$ cat src/rtl/imm_prefix_sequencer_pkg.sv
// imm_seq_pkg: shared constants for the immediate prefix sequencer.
//   - opcode encodings of the 16-bit RISC core
//   - default sign-extension mask (bit k set = opcode k sign-extends)
//   - sequencer state encoding
//   - instruction field positions: [15:12] opcode, [11:8] rd, [7:0] imm8
package imm_seq_pkg;

  localparam logic [3:0] OP_ADDI = 4'd0;
  localparam logic [3:0] OP_SUBI = 4'd1;
  localparam logic [3:0] OP_ANDI = 4'd2;
  localparam logic [3:0] OP_ORI  = 4'd3;
  localparam logic [3:0] OP_LDI  = 4'd4;
  localparam logic [3:0] OP_LD   = 4'd5;
  localparam logic [3:0] OP_ST   = 4'd6;
  localparam logic [3:0] OP_BEQ  = 4'd7;
  localparam logic [3:0] OP_BNE  = 4'd8;
  localparam logic [3:0] OP_PFX  = 4'd15;

  localparam logic [15:0] SEXT_MASK_DEF = 16'h01F3;

  typedef enum logic {
    ST_IDLE = 1'b0,
    ST_HELD = 1'b1
  } seq_state_t;

  localparam int OP_MSB  = 15;
  localparam int OP_LSB  = 12;
  localparam int RD_MSB  = 11;
  localparam int RD_LSB  = 8;
  localparam int IMM_MSB = 7;
  localparam int IMM_LSB = 0;

endpackage

$ cat src/rtl/imm_prefix_sequencer_merge.sv
// imm_merge: combinational operand former.
//   imm8    : low immediate byte from the current instruction
//   hi_byte : high byte captured from a preceding prefix
//   merge   : 1 = concatenate {hi_byte, imm8}
//   sext    : 1 = sign-extend imm8, 0 = zero-extend (ignored when merging)
//   imm     : DATA_W-bit operand
module imm_merge #(
  parameter int IMM_W  = 8,
  parameter int DATA_W = 16
) (
  input  logic [IMM_W-1:0]  imm8,
  input  logic [IMM_W-1:0]  hi_byte,
  input  logic              merge,
  input  logic              sext,
  output logic [DATA_W-1:0] imm
);

  always_comb begin
    imm = '0;
    if (merge) begin
      imm = DATA_W'({hi_byte, imm8});
    end else if (sext) begin
      imm = {{(DATA_W-IMM_W){imm8[IMM_W-1]}}, imm8};
    end else begin
      imm = {{(DATA_W-IMM_W){1'b0}}, imm8};
    end
  end

endmodule

$ cat src/rtl/imm_prefix_sequencer.sv
// imm_prefix_sequencer: turns decoded instruction words into one immediate
// operand per non-prefix instruction. A PFX instruction holds its imm8 as the
// high byte of the next instruction's operand; a held prefix that is not
// followed within PFX_TIMEOUT cycles, or is replaced by another PFX, raises a
// one-cycle pfx_err.
//
// Ports:
//   clk, rst_n            clock, synchronous active-low reset
//   instr_valid/ready     instruction handshake (ready = !imm_valid || imm_ready)
//   instr[15:0]           [15:12] opcode, [11:8] rd, [7:0] imm8
//   imm_valid/ready       operand handshake, single output register
//   imm, imm_op, imm_rd   operand and the instruction fields that produced it
//   imm_sext, imm_merged  extension kind / formed from a prefix high byte
//   pfx_err               one-cycle pulse: prefix overwritten or timed out
//   stat_*                saturating event counters (only with IMM_STATS_EN)
//
// Build option: define IMM_STATS_EN to add the stat_sext/stat_zext/
// stat_merged/stat_err counter outputs.
//
// state   | meaning
// --------+--------------------------------------------
// ST_IDLE | no prefix held
// ST_HELD | hi_byte holds a prefix, timer counting down
module imm_prefix_sequencer
  import imm_seq_pkg::*;
#(
  parameter int                     OPCODE_W    = 4,
  parameter int                     IMM_W       = 8,
  parameter int                     DATA_W      = 16,
  parameter logic [2**OPCODE_W-1:0] SEXT_MASK   = SEXT_MASK_DEF,
  parameter logic [OPCODE_W-1:0]    PFX_OPCODE  = OP_PFX,
  parameter int                     PFX_TIMEOUT = 8
) (
  input  logic                clk,
  input  logic                rst_n,
  input  logic                instr_valid,
  input  logic [15:0]         instr,
  output logic                instr_ready,
  output logic                imm_valid,
  input  logic                imm_ready,
  output logic [DATA_W-1:0]   imm,
  output logic [OPCODE_W-1:0] imm_op,
  output logic [3:0]          imm_rd,
  output logic                imm_sext,
  output logic                imm_merged,
`ifdef IMM_STATS_EN
  output logic [15:0]         stat_sext,
  output logic [15:0]         stat_zext,
  output logic [15:0]         stat_merged,
  output logic [15:0]         stat_err,
`endif
  output logic                pfx_err
);

  localparam int TMR_W = (PFX_TIMEOUT < 2) ? 1 : $clog2(PFX_TIMEOUT + 1);

  seq_state_t          state, state_nxt;
  logic [IMM_W-1:0]    hi_byte, hi_byte_nxt;
  logic [TMR_W-1:0]    timer, timer_nxt;
  logic                err_nxt;
  logic                load;
  logic                merge;
  logic                sext_sel;
  logic                accept;
  logic                is_pfx;
  logic [OPCODE_W-1:0] op;
  logic [3:0]          rd;
  logic [IMM_W-1:0]    imm8;
  logic [DATA_W-1:0]   imm_new;

  assign op   = instr[OP_MSB:OP_LSB];
  assign rd   = instr[RD_MSB:RD_LSB];
  assign imm8 = instr[IMM_MSB:IMM_LSB];

  assign instr_ready = !imm_valid || imm_ready;
  assign accept      = instr_valid && instr_ready;
  assign is_pfx      = (op == PFX_OPCODE);
  // A merged operand is always reported as not sign-extended.
  assign sext_sel    = SEXT_MASK[op] && !merge;

  always_comb begin
    state_nxt   = state;
    hi_byte_nxt = hi_byte;
    timer_nxt   = timer;
    err_nxt     = 1'b0;
    load        = 1'b0;
    merge       = 1'b0;
    case (state)
      ST_IDLE: begin
        if (accept) begin
          if (is_pfx) begin
            hi_byte_nxt = imm8;
            timer_nxt   = TMR_W'(PFX_TIMEOUT);
            state_nxt   = ST_HELD;
          end else begin
            load = 1'b1;
          end
        end
      end
      ST_HELD: begin
        // An accepted instruction takes priority over an expiring timer.
        if (accept) begin
          if (is_pfx) begin
            hi_byte_nxt = imm8;
            timer_nxt   = TMR_W'(PFX_TIMEOUT);
            err_nxt     = 1'b1;
          end else begin
            load      = 1'b1;
            merge     = 1'b1;
            state_nxt = ST_IDLE;
          end
        end else if (PFX_TIMEOUT != 0) begin
          if (timer == TMR_W'(1)) begin
            timer_nxt = '0;
            err_nxt   = 1'b1;
            state_nxt = ST_IDLE;
          end else begin
            timer_nxt = timer - TMR_W'(1);
          end
        end
      end
      default: state_nxt = ST_IDLE;
    endcase
  end

  imm_merge #(
    .IMM_W  (IMM_W),
    .DATA_W (DATA_W)
  ) u_merge (
    .imm8    (imm8),
    .hi_byte (hi_byte),
    .merge   (merge),
    .sext    (sext_sel),
    .imm     (imm_new)
  );

  always_ff @(posedge clk) begin
    if (!rst_n) begin
      state      <= ST_IDLE;
      hi_byte    <= '0;
      timer      <= '0;
      pfx_err    <= 1'b0;
      imm_valid  <= 1'b0;
      imm        <= '0;
      imm_op     <= '0;
      imm_rd     <= '0;
      imm_sext   <= 1'b0;
      imm_merged <= 1'b0;
    end else begin
      state   <= state_nxt;
      hi_byte <= hi_byte_nxt;
      timer   <= timer_nxt;
      pfx_err <= err_nxt;
      if (load) begin
        imm_valid  <= 1'b1;
        imm        <= imm_new;
        imm_op     <= op;
        imm_rd     <= rd;
        imm_sext   <= sext_sel;
        imm_merged <= merge;
      end else if (imm_ready) begin
        imm_valid <= 1'b0;
      end
    end
  end

`ifdef IMM_STATS_EN
  always_ff @(posedge clk) begin
    if (!rst_n) begin
      stat_sext   <= '0;
      stat_zext   <= '0;
      stat_merged <= '0;
      stat_err    <= '0;
    end else begin
      if (load && sext_sel && stat_sext != 16'hFFFF)
        stat_sext <= stat_sext + 16'd1;
      if (load && !sext_sel && !merge && stat_zext != 16'hFFFF)
        stat_zext <= stat_zext + 16'd1;
      if (load && merge && stat_merged != 16'hFFFF)
        stat_merged <= stat_merged + 16'd1;
      if (err_nxt && stat_err != 16'hFFFF)
        stat_err <= stat_err + 16'd1;
    end
  end
`endif

endmodule

$ cat config.mk
export PLATFORM = sky130hd
export DESIGN_NAME = imm_prefix_sequencer
export DESIGN_NICKNAME = d
export VERILOG_FILES = /design/src/rtl/imm_prefix_sequencer_pkg.sv /design/src/rtl/imm_prefix_sequencer_merge.sv /design/src/rtl/imm_prefix_sequencer.sv
export SDC_FILE = /design/constraint.sdc
export NUM_CORES = 1
export LEC_CHECK = 0
export ABC_AREA = 1
export BUFFER_PORTS_ARGS = -buffer_cell sky130_fd_sc_hd__buf_2
export CAP_MARGIN = 20
export CORE_MARGIN = 2
export CORE_UTILIZATION = 30
export DETAILED_ROUTE_END_ITERATION = 8
export GPL_ROUTABILITY_DRIVEN = 0
export PLACE_DENSITY = 0.56
export SLEW_MARGIN = 10
export SYNTH_ARGS = -nofsm -noshare
export SYNTH_HDL_FRONTEND = slang
export SYNTH_SLANG_ARGS = --single-unit
export TNS_END_PERCENT = 5
$ cat constraint.sdc
create_clock -name clk -period 1.89 [get_ports clk]
set_input_delay 0.378 -clock clk [delete_from_list [all_inputs] [get_ports clk]]
set_output_delay 0.378 -clock clk [all_outputs]
set_load 0.02 [all_outputs]
==> run summary, run 1 <==
In the synthesized netlist the dominant register cell turns out to be sky130_fd_sc_hd__dfxtp_1. Gates resized during post-CTS repair numbered 0. The cell taking the most area after synthesis is sky130_fd_sc_hd__dfxtp_1. The maximum fanout encountered on the critical timing path came out at 3. The setup TNS came out at 0 ns. The critical path in this run is classified as register to output port. The effective utilization at floorplan is 30.7%. The detailed-routing iteration count for the pre-antenna-repair pass is 4. Once placement finished, the instance area stood at 1940 sq um.

The post-route cell area came out at 2060 sq um. The clock skew came out at 0.00765 ns. The die span in x came out at 78.6 microns.

The actual transition at the worst max-transition pin is 0.429 ns. The number of DRC markers in iteration 0 is 90. The via count of the first global-routing pass is 1372. The source-to-sink clock delay at the later pin of the worst-skew pair is 0.29 ns. The overall power of the completed layout came out at 1950 uW.

The largest single stage delay on the critical path is 0.41 ns. In the synthesized netlist, the number of instances is 207. The first global-routing pass estimated 6270 microns of wire.

The worst setup path is launched from a register. The post-detailed-route via-to-cell ratio is 4.53. The class of the tightest hold or removal check is input pin to register. The run finished with clean final reports. The number of max-slew violations in the final report came out at 0. The count of hold-fix buffers inserted at cts is 0. The number of buffers added on ports is 48.

The total routed wirelength came out at 3810 microns. In this run the biggest area consumer among cell types represents 49.1% of the synthesized area. The family with the most delay on the worst path is flip-flops.

The final period demand of the worst path came out at 1.37 ns. Compared with the post-synthesis result, the final layout area differs by 23.2%. The clock sink count is 41. For this block, the via count after detailed routing is 1481. The total CTS buffers came out at 5. The combined buffer and inverter count along the critical path came out at 1.

The number of enable-type register cells in the synthesized netlist came out at 0. The fraction of the yosys area taken by sequential cells is 49.1%. The overall track demand over capacity in global routing is 12.9%. The net count reported at finish came out at 276. In this run the clock root is driven by a sky130_fd_sc_hd__clkbuf_8. The part of the cycle the worst path needs came out at 72.3%. TritonCTS built the clock tree. The wire length per cell is 11.7 microns. Synthesis produced a netlist with a net count of 229.

The die covers 6190 sq um. The hold violation count in the final report is 0. The arrival time of the worst setup path came out at 0.99 ns.

The final setup violation count is 0. The required time at the worst-slack endpoint came out at 1.51 ns. The distinct cell type count after synthesis is 27.

Setup repair after global routing left no endpoint under its margin. The worst supply voltage drop on vdd came out at 310 uV. Leaving out filler cells and counting taps, the final layout contains 327. The initial antenna violation count is 0. The DRC violation count after routing came out at 0. The power density relative to cell area is 949 nW/um^2. The aggregate global routing overflow came out at 0.

A synthesized cell averages 8.08 sq um. The number of synthesized register bits came out at 41. Row generation in the floorplan step produced 27 rows.

The slowest cell on the critical path is sky130_fd_sc_hd__dfxtp_1. The clock passes through at most 2 buffers. The clock-pin slew reported for the worst setup and hold paths after clock tree synthesis came out at 0.08 ns. The Yosys warning count is 0.

The die height came out at 78.6 microns. In the layout the commonest cells are 50 x sky130_fd_sc_hd__nor2_1, 48 x sky130_fd_sc_hd__buf_2, 41 x sky130_fd_sc_hd__dfxtp_1. The number of antenna diodes in the final layout is 0. The static power due to leakage came out at 0.000930 uW.

The worst-case headroom to the max-slew limit came out at 71.4%. The highest clock frequency the design can meet came out at 732 MHz. The total instance count after detailed placement is 319.

The detailed placement HPWL came out at 2670 microns. The post-synthesis async set-or-reset flop share came out at 0%. Final hold analysis gives a worst-case slack of 0.315 ns. The share of cells above drive strength 1 came out at 28.6%. The total I/O pin count came out at 49. The residual antenna-violating net count after detailed routing came out at 0. The total area inside the core boundary comes to 5440 sq um. The library cell used most frequently in the layout, excluding fill and tap cells, is sky130_fd_sc_hd__nor2_1. The level count of the clock H-tree came out at 2.

The count of buffers added by post-CTS timing repair for setup came out at 0. STA classifies the critical path endpoint as an output port. The critical path goes through nand2_2 > buf_2. Entering global routing, the biggest net connects 24 pins. The cell area that synthesis handed to floorplanning was 1670 sq um. The final-layout fill cell count is 559. Max-cap violations in this run came to 0. Yosys attributes the largest share of cell area to sky130_fd_sc_hd__dfxtp_1 49%, sky130_fd_sc_hd__nor2_1 11%, sky130_fd_sc_hd__a21oi_1 6.6%.
final timing paths:
kind	start	to	slack [ns]	depth (start not counted)
setup / recovery	imm_valid	instr_ready	0.52	2
hold reg to reg	imm_merged	imm_merged	0.47	2
setup reg to reg	imm_valid	imm_op[0]	0.53	6
hold / removal	instr[8]	imm_rd[0]	0.32	3
cells in the mapped netlist, types with 2 or more instances:
| cell | n |
|---|---|
| sky130_fd_sc_hd__a21oi_1 | 22 |
| sky130_fd_sc_hd__buf_6 | 4 |
| sky130_fd_sc_hd__clkbuf_1 | 3 |
| sky130_fd_sc_hd__dfxtp_1 | 41 |
| sky130_fd_sc_hd__ha_1 | 2 |
| sky130_fd_sc_hd__inv_1 | 10 |
| sky130_fd_sc_hd__inv_2 | 2 |
| sky130_fd_sc_hd__nand2_1 | 13 |
| sky130_fd_sc_hd__nand2_2 | 3 |
| sky130_fd_sc_hd__nand2_4 | 3 |
| sky130_fd_sc_hd__nand3_1 | 5 |
| sky130_fd_sc_hd__nand3_2 | 2 |
| sky130_fd_sc_hd__nor2_1 | 50 |
| sky130_fd_sc_hd__nor2_4 | 2 |
| sky130_fd_sc_hd__o21ai_0 | 15 |
| sky130_fd_sc_hd__o21ai_1 | 19 |
cells by family after synthesis:
family | Yosys count | synth area share [%]
simple gates | 82 | 23.1
fa+ha+maj | 2 | 1.50
buf+inv | 22 | 7.11
xor+xnor | 1 | 0.524
compound gates | 59 | 18.7
flops | 41 | 49.1
power by group:
part	switching [uW]	internal, uW
clock	302	431
combinational	186	96.5
sequential	25.6	914
total	514	1440
metrics by stage:
stage,utilization (%),setup slack [ns]
final,37.9,0.523
after global routing,37.9,0.373
after CTS,37.9,0.494
after detailed placement,35.7,0.370
after global placement,35.7,0.379
after floorplan,-,0.623
area by class of cell:
class | count | area, sq um | area share (%)
sequential | 41 | 821 | 39.9
multi-input combinational | 144 | 732 | 35.5
timing repair buffer | 50 | 255 | 12.4
tap | 72 | 90.1 | 4.37
clock buffer | 7 | 86.3 | 4.19
inverter | 12 | 45.0 | 2.19
clock inverter | 1 | 30.0 | 1.46
worst reg2reg max path, delay by kind of cell, from the launching register on:
family,cells,cell delay (ns)
simple gates,5,0.71
buf+inv,1,0.24
flops,1,0.36
state kept, by name, indices dropped and copies added, names as in the netlist:
signal and flops:
hi_byte 8, imm 16, imm_merged 1, imm_op 4
imm_rd 4, imm_sext 1, imm_valid 1, pfx_err 1
state 1, timer 4
routing by layer:
layer | routed length, microns | global-route usage, % | vias up
met5 | 0 | 0 | -
met3 | 219 | 3.68 | 4
met2 | 1800 | 21.6 | 38
li1 | - | - | 766
met4 | 22 | 3.68 | 0
met1 | 1770 | 16.1 | 673
Power figures use the tool's default switching activity.
==> run 2: changes to the inputs <==
==> constraint.sdc (replaced) <==
create_clock -name clk -period 1.3 [get_ports clk]
set_input_delay 0.26 -clock clk [delete_from_list [all_inputs] [get_ports clk]]
set_output_delay 0.26 -clock clk [all_outputs]
set_load 0.02 [all_outputs]
==> run 2 against run 1 <==
Final area grew 0.73%. Largest power group unchanged. Sequential share of layout area decreased by 0.29 points. Worst setup slack lost 0.46 ns. Global-route usage increased by 0.22 points. Clock-buffer cell count unchanged. Die area unchanged. Non-clock buffer count is 2 higher.
==> run summary, run 2 (same netlist as run 1, synthesis figures left out) <==
The static power due to leakage was 0.000935 uW (+0.57%). The largest registers in the layout are imm (16), hi_byte (8). The actual transition at the worst max-transition pin is 0.344 ns (-0.0842 ns). The TritonCTS clock tree is done. The worst supply voltage drop on vdd came out at 487 uV (+57%). The pin count of the biggest net entering global routing is 24 (unchanged). The library cell used most frequently in the layout, excluding fill and tap cells, is sky130_fd_sc_hd__nor2_1. The first-pass GRT wire length is 6380 microns (+1.8%). The total instance count after detailed placement is 321 (+0.63%).

The hold violation count in the final report came to 0 (unchanged). The count of inserted antenna diode cells is 0 (unchanged). Timing would allow up to 809 MHz. The clock sink count is 41 (unchanged). The part of the total power dissipated in sequential elements is 52.2% (+4.1 points). The switching share of total power is 27.1% (+0.86 points). The count of non-filler cells in the finished layout is 328 (+0.31%). The number of flip-flops in the largest register came to 16 (unchanged). The number of max-slew violations in the final report came out at 0 (unchanged).

The worst setup path is of the register to output port kind. The required time at the worst-slack endpoint came to 1.04 ns (-0.47 ns). The setup slack of the most critical reg-to-reg path is 0.12 ns (-0.41 ns).

The vias after detailed routing is 1483 (+0.14%). The via count of the first global-routing pass is 1415 (+3.1%). The cell internal power dissipation came to 1900 uW (+32%). On the critical path the largest part of the delay comes from flip-flops. The final period demand of the worst path came out at 1.24 ns. The signed area change from the synthesized netlist to the final layout is 24.1%. The count of maximum capacitance violations is 0 (unchanged). The arrival time of the worst setup path was 0.98 ns (about the same).

The post-detailed-route via-to-cell ratio is 4.52 (-0.17%). The final setup violation count was 0 (unchanged). The end of the critical path is instr_ready. The net switching power is 709 uW (+38%). The global-route track usage on met3 came out at 3.56% (-0.11 points). The number of cell rows came out at 27 (unchanged).

The clock skew is 0.00497 ns (-0.00267 ns). The master cell of the clock root buffer is sky130_fd_sc_hd__clkbuf_8. The end of the worst register-to-register path is imm[8]. The met1 track demand over resource came out at 17.2% (+1.1 points). The maximum fanout encountered on the critical timing path was 3 (unchanged).

The detailed-routing iteration count for the pre-antenna-repair pass is 4 (unchanged). The aggregate global routing overflow is 0 (unchanged). Setup repair after global routing left no endpoint under its margin. The share of cells above drive strength 1 came out at 28.9% (+0.28 points). The power density relative to cell area is 1260 nW/um^2 (+33%). The slowest cell on the critical path is sky130_fd_sc_hd__dfxtp_1. The number of buffers added on ports is 48 (unchanged).

The start point of the critical path is imm_valid. The number of buffers on the longest clock path is 2 (unchanged). The depth of the worst register-to-register path is 4 (-2). The overall track demand over capacity in global routing is 13.1% (+0.22 points). The flow ran to the end, and the final reports show no timing, DRC or antenna violations.

The worst register-to-register path begins at imm_valid. The combined buffer and inverter count along the critical path came to 1 (unchanged). Traced cell by cell, the critical path runs through nand2_2 > buf_2.

STA classifies the critical path startpoint as a register. The clock-pin slew reported for the worst setup and hold paths after clock tree synthesis came to 0.07 ns (about the same). The effective utilization at floorplan is 30.7% (unchanged). The die height is 78.6 microns (unchanged).

The die span in x is 78.6 microns (unchanged). The setup TNS came out at 0 ns (unchanged). The residual antenna-violating net count after detailed routing was 0 (unchanged). The total routed wirelength came out at 3800 microns (-0.21%). The number of DRC markers in iteration 0 came out at 71 (-21%). The worst hold path belongs to the class input pin to register. The level count of the clock H-tree is 2 (unchanged). The part of the cycle the worst path needs came out at 95.1%.

The net count reported at finish was 278 (+0.72%). The delay of the slowest cell on the worst path came out at 0.41 ns (about the same). met2 is the most crowded layer.

The total stage count of the critical path is 2 (unchanged). The met2 capacity usage during global routing is 20.4% (-1.2 points). The source-to-sink clock delay at the later pin of the worst-skew pair is 0.28 ns (about the same). The count of hold-fix buffers inserted at cts was 0 (unchanged). The endpoint kind of the worst setup timing path is an output port. The total I/O pin count is 49 (unchanged). The initial antenna violation count is 0 (unchanged). The total CTS buffers is 5 (unchanged). The die area is 6190 sq um (unchanged). The area of the core came out at 5440 sq um (unchanged). The logic gate share of total power came out at 16.5% (+2.0 points).

In the layout the commonest cells are 50 x sky130_fd_sc_hd__nor2_1, 48 x sky130_fd_sc_hd__buf_2, 41 x sky130_fd_sc_hd__dfxtp_1. The detailed placement HPWL was 2710 microns (+1.2%). The utilization of the core after routing came to 38.1% (+0.28 points). The worst-case headroom to the max-slew limit came to 77.0% (+5.7 points). The clock power share was 31.3% (-6.2 points).

The wire length per cell is 11.6 microns (-0.51%). The DRC violation count after routing is 0 (unchanged). Ranked by flip-flop count, first place goes to imm.

The count of buffers added by post-CTS timing repair for setup is 0 (unchanged).
==> run 2: layout make-up <==
type / count / area, sq um
Sequential cell: 41 / 821
Clock buffer: 7 / 86.3
Fill cell: 581 / 3360
Inverter: 12 / 45.0
Timing Repair Buffer: 52 / 295
Tap cell: 72 / 90.1
Multi-Input combinational cell: 144 / 737
==> run 2: per-layer routing <==
metal  up-vias  part of all wire (%)
met3         7                   6.1
met1       660                    48
li1        779                     -
met2        37                    45
met5         -                     0
met4         0                   1.3
==> run 2: power by group through the flow <==
stage	Combinational (uW)	Clock, uW	Sequential [uW]
3_5_place_dp	433	0	1390
6_report	430	819	1360
2_1_floorplan	205	0	1470
5_1_grt	479	908	1370
3_3_place_gp	429	0	1390
4_1_cts	435	861	1360
==> run 2: worst min-delay path: stages <==
cell and delay (ns):
sky130_fd_sc_hd__buf_2 0.08, sky130_fd_sc_hd__o21ai_1 0.05, sky130_fd_sc_hd__nor2_1 0.07
==> run 2: how the worst min path moves through the flow <==
| stage | end | depth (start not counted) | slack (ns) | startpoint |
|---|---|---|---|---|
| floorplan | hi_byte[3] | 2 | 0.41 | instr[3] |
| CTS | imm_rd[3] | 3 | 0.20 | instr[11] |
| detailed placement | imm_op[2] | 2 | 0.46 | imm_op[2] |
| global placement | imm_op[2] | 2 | 0.45 | imm_op[2] |
| global route | imm_rd[1] | 3 | 0.22 | instr[9] |
| finish | imm_rd[3] | 3 | 0.21 | instr[11] |
==> run 2: timing repair <==
item                                    CTS  global route
endpoints found under the setup margin    0             1
resized for setup                         0             1
endpoints found under the hold margin     0             0
==> run 2: per-stage QoR <==
| step | total power (uW) | cell area, sq um | setup slack [ns] | hold WS, ns |
|---|---|---|---|---|
| finish | 2610 | 2070 | 0.0638 | 0.208 |
| global route | 2760 | 2070 | 0.00424 | 0.216 |
| CTS | 2660 | 2070 | 0.0459 | 0.200 |
| detailed placement | 1830 | 1980 | 0.0370 | 0.462 |
| global placement | 1820 | 1980 | 0.0487 | 0.450 |
| floorplan | 1680 | 1670 | 0.0332 | 0.405 |
==> run 3: changes to the inputs <==
--- a/config.mk
+++ b/config.mk
@@ -13,8 +13,10 @@
 export DETAILED_ROUTE_END_ITERATION = 8
 export GPL_ROUTABILITY_DRIVEN = 0
 export PLACE_DENSITY = 0.56
+export REMOVE_ABC_BUFFERS = 1
 export SLEW_MARGIN = 10
 export SYNTH_ARGS = -nofsm -noshare
 export SYNTH_HDL_FRONTEND = slang
+export SYNTH_HIERARCHICAL = 1
 export SYNTH_SLANG_ARGS = --single-unit
 export TNS_END_PERCENT = 5
==> run 3 against run 2 <==
Highest routed layer unchanged. Critical endpoint unchanged. Wire length up 2.6%. Critical path depth grew 1. Area after synthesis increased by 5.2%. Core utilization rose by 2.1 points. Flip-flop and latch count did not move. Largest cell class unchanged.
==> run summary, run 3 <==
The synthesized netlist cell count came out at 236 (+14%). The post-synthesis async set-or-reset flop share was 0% (unchanged). Traced cell by cell, the critical path runs through nand2_4 > buf_4 > buf_6. The run finished with clean final reports.

The clock skew is 0.00740 ns (+0.00243 ns). The TritonCTS clock tree is done. The most repeated cell in the gate-level netlist after synthesis is sky130_fd_sc_hd__nor2_1. The final setup violation count is 0 (unchanged). The DRC violation count after routing is 0 (unchanged). The per-instance average area after synthesis came out at 7.45 sq um (-7.8%). The clock power share came to 40.6% (+9.3 points). The die span in x is 80.6 microns (+2.4%). The count of cells along the worst hold path came to 3 (unchanged).

The net switching power is 777 uW (+9.6%). The fraction of the yosys area taken by sequential cells is 46.7% (-2.4 points). The vias after detailed routing is 1537 (+3.6%). The master cell of the clock root buffer is sky130_fd_sc_hd__clkbuf_8.

The cell internal power dissipation came to 2280 uW (+19%). The worst-case headroom to the max-slew limit is 83.8% (+6.7 points). The detailed placement HPWL is 2910 microns (+7.7%).

The slowest cell on the critical path is sky130_fd_sc_hd__dfxtp_2. The via count of the first global-routing pass is 1531 (+8.2%). In the post-synthesis netlist, the biggest area contributors are sky130_fd_sc_hd__dfxtp_1 47%, sky130_fd_sc_hd__nor2_1 15%, sky130_fd_sc_hd__nand2_1 7.7%. The number of buffers added on ports is 48 (unchanged). The number of cell rows is 27 (unchanged). The maximum fanout encountered on the critical timing path came out at 3 (unchanged). From synthesis to final layout, the design area changed by 27.5%. The share of cells above drive strength 1 came out at 29.3% (+0.40 points). The end of the worst register-to-register path is timer[1]. The cell taking the most area after synthesis is sky130_fd_sc_hd__dfxtp_1. The overall power of the completed layout came to 3050 uW (+17%). The clock-pin slew reported for the worst setup and hold paths after clock tree synthesis came out at 0.09 ns (+0.02 ns). The power density relative to cell area is 1360 nW/um^2 (+8.1%). The count of maximum capacitance violations is 0 (unchanged). The launch instance of the worst min-delay path is instr[9]. The die height was 80.6 microns (+2.4%). The depth of the worst register-to-register path was 6 (+2). The arrival time of the worst setup path came out at 0.97 ns (about the same). The pin count of the biggest net entering global routing is 21 (-13%). The total CTS buffers is 5 (unchanged). STA classifies the critical path startpoint as a register.

The source-to-sink clock delay at the later pin of the worst-skew pair came out at 0.30 ns (+0.02 ns). The number of max-slew violations in the final report came out at 0 (unchanged). The endpoint kind of the worst setup timing path is an output port.

The count of inserted antenna diode cells came out at 0 (unchanged). The number of buffers on the longest clock path was 2 (unchanged). The number of flip-flops in the largest register is 16 (unchanged).

The logic gate share of total power is 14.6% (-1.9 points). The highest clock frequency the design can meet is 810 MHz (+0.14%). The residual antenna-violating net count after detailed routing is 0 (unchanged). Ranked by instance count, the synthesized netlist is headed by 69 x sky130_fd_sc_hd__nor2_1, 41 x sky130_fd_sc_hd__dfxtp_1, 36 x sky130_fd_sc_hd__nand2_1. The mapped cell area is 1760 sq um (+5.2%).

The actual transition at the worst max-transition pin is 0.243 ns (-0.102 ns). Leaving out fill and tap cells, the most frequent cell in the layout is sky130_fd_sc_hd__nor2_1. The register name with the most flops is imm. For hold timing, the worst endpoint is imm_rd[1]. The aggregate global routing overflow came out at 0 (unchanged). The distinct cell type count after synthesis came out at 23 (-15%). The required time at the worst-slack endpoint is 1.04 ns (about the same).

The net count reported at finish came out at 311 (+12%). The number of DRC markers in iteration 0 is 50 (-30%). The critical path in this run is classified as register to output port.

The clock sink count is 41 (unchanged). The total routed wirelength came out at 3900 microns (+2.6%). The static power due to leakage came out at 0.00110 uW (+18%). The utilization of the core after routing is 40.2% (+2.1 points). In the final layout, the registers with the most flip-flops are imm (16), hi_byte (8).

The level count of the clock H-tree came out at 2 (unchanged). The number of synthesized register bits is 41 (unchanged). The overall track demand over capacity in global routing came out at 13.5% (+0.40 points). The share of the synthesized area in the top cell type was 46.7% (-2.4 points). The first-pass GRT wire length is 6780 microns (+6.2%). In this run the worst hold path is classified as input pin to register.

The worst supply voltage drop on vdd came to 526 uV (+8.0%). The post-detailed-route via-to-cell ratio is 4.25 (-6.1%). The effective utilization at floorplan came to 31.5% (+0.80 points). The total instance count after detailed placement was 354 (+10%). The initial antenna violation count is 0 (unchanged). The top cell types in the final layout, fill and taps aside, are 67 x sky130_fd_sc_hd__nor2_1, 47 x sky130_fd_sc_hd__buf_2, 40 x sky130_fd_sc_hd__dfxtp_1. Setup repair after global routing could not meet its margin everywhere. The hold violation count in the final report was 0 (unchanged).

The total I/O pin count came to 49 (unchanged). The count of non-filler cells in the finished layout is 362 (+10%). The delay of the slowest cell on the worst path is 0.36 ns (-0.05 ns).

The wire length per cell came out at 10.8 microns (-7.0%). The worst register-to-register path begins at imm_valid. The die area came to 6490 sq um (+4.9%). The final period demand of the worst path came out at 1.23 ns (-0.00167 ns).

The part of the cycle the worst path needs came out at 95.0% (-0.13 points). The number of enable-type register cells in the synthesized netlist is 0 (unchanged). The count of buffers added by post-CTS timing repair for setup came out at 0 (unchanged).

The Yosys warning count is 6 (+6). The count of hold-fix buffers inserted at cts came out at 0 (unchanged). The switching share of total power came to 25.5% (-1.7 points). The area of the core is 5570 sq um (+2.5%). The most used flip-flop cell after synthesis is sky130_fd_sc_hd__dfxtp_1. The part of the total power dissipated in sequential elements came out at 44.8% (-7.4 points). The detailed-routing iteration count for the pre-antenna-repair pass came out at 6 (+2). The setup slack of the most critical reg-to-reg path came to 0.07 ns (-0.05 ns).
==> run 3: cell types whose count changed after synthesis, moves of 2 or more <==
cell                      before  now
sky130_fd_sc_hd__nor2_1       50   69
sky130_fd_sc_hd__inv_1        10   12
sky130_fd_sc_hd__a21oi_1      22    7
sky130_fd_sc_hd__nor2_4        2    0
sky130_fd_sc_hd__nand2_2       3    0
sky130_fd_sc_hd__buf_4         1   10
sky130_fd_sc_hd__nand2_1      13   36
sky130_fd_sc_hd__nand3_2       2    0
==> run 3: kinds of logic (layout without fill, tap and decap cells) <==
group | after synthesis | count (layout) | share of synthesized area [%]
simple gates | 118 | 118 | 28.1
compound gates | 42 | 42 | 12.1
flops | 41 | 41 | 46.7
buf+inv | 32 | 86 | 11.2
fa+ha+maj | 2 | 2 | 1.42
xor+xnor | 1 | 1 | 0.498
==> run 3: worst max-delay path: cells and delay by family, from the launching register on <==
kind                   cells  cell delay (ns)
flip-flops                 1             0.36
buffers and inverters      2             0.26
AND/OR/NAND/NOR            1             0.06
==> run 3: per-stage QoR <==
stage | setup WS (ns) | hold slack, ns | TNS (ns) | area, sq um
final | 0.0655 | 0.189 | 0 | 2240
after global routing | -0.0696 | 0.196 | -0.370 | 2240
after CTS | 0.0249 | 0.178 | 0 | 2220
after detailed placement | -0.0579 | 0.457 | -0.515 | 2080
after global placement | -0.0260 | 0.457 | -0.110 | 2080
after floorplan | -0.745 | 0.386 | -15.94 | 1610
==> run 3: power by group through the flow <==
stage | logic (uW) | registers [uW] | clock network (uW)
after global routing | 505 | 1380 | 1340
final | 446 | 1370 | 1240
after CTS | 444 | 1370 | 1280
after floorplan | 162 | 1480 | 0
after global placement | 437 | 1400 | 0
after detailed placement | 442 | 1400 | 0
==> run 3: how the worst max path moves through the flow <==
| stage | from | end | slack, ns | cells after the start |
|---|---|---|---|---|
| final | imm_valid | instr_ready | 0.07 | 3 |
| after CTS | imm_valid | instr_ready | 0.02 | 3 |
| after global placement | instr[12] | imm[9] | -0.03 | 11 |
| after floorplan | imm_valid | imm[10] | -0.74 | 10 |
| after global routing | imm_valid | imm[10] | -0.07 | 10 |
| after detailed placement | instr[12] | imm[9] | -0.06 | 11 |
==> run 3: what timing repair did <==
item | 4_1_cts | 5_1_grt
pin swaps | 0 | 2
setup endpoints to repair | 1 | 23
resized for setup | 1 | 9
==> run 3: cell type report <==
type	instances	area (sq um)
Clock buffer	5	68.8
Clock inverter	3	68.8
Fill cell	612	3330
Inverter	13	48.8
Multi-Input combinational cell	163	753
Sequential cell	41	822
Tap cell	72	90.1
Timing Repair Buffer	65	390
==> run 3: metal layers <==
metal / up-vias / share of wire [%] / wire length [microns] / track usage [%]
met1: 668 / 48 / 1860 / 16.2
met3: 4 / 4.6 / 179 / 3.71
met2: 24 / 46 / 1800 / 22.5
met5: - / 0 / 0 / 0
li1: 841 / - / - / -
met4: 0 / 1.5 / 58 / 6.10
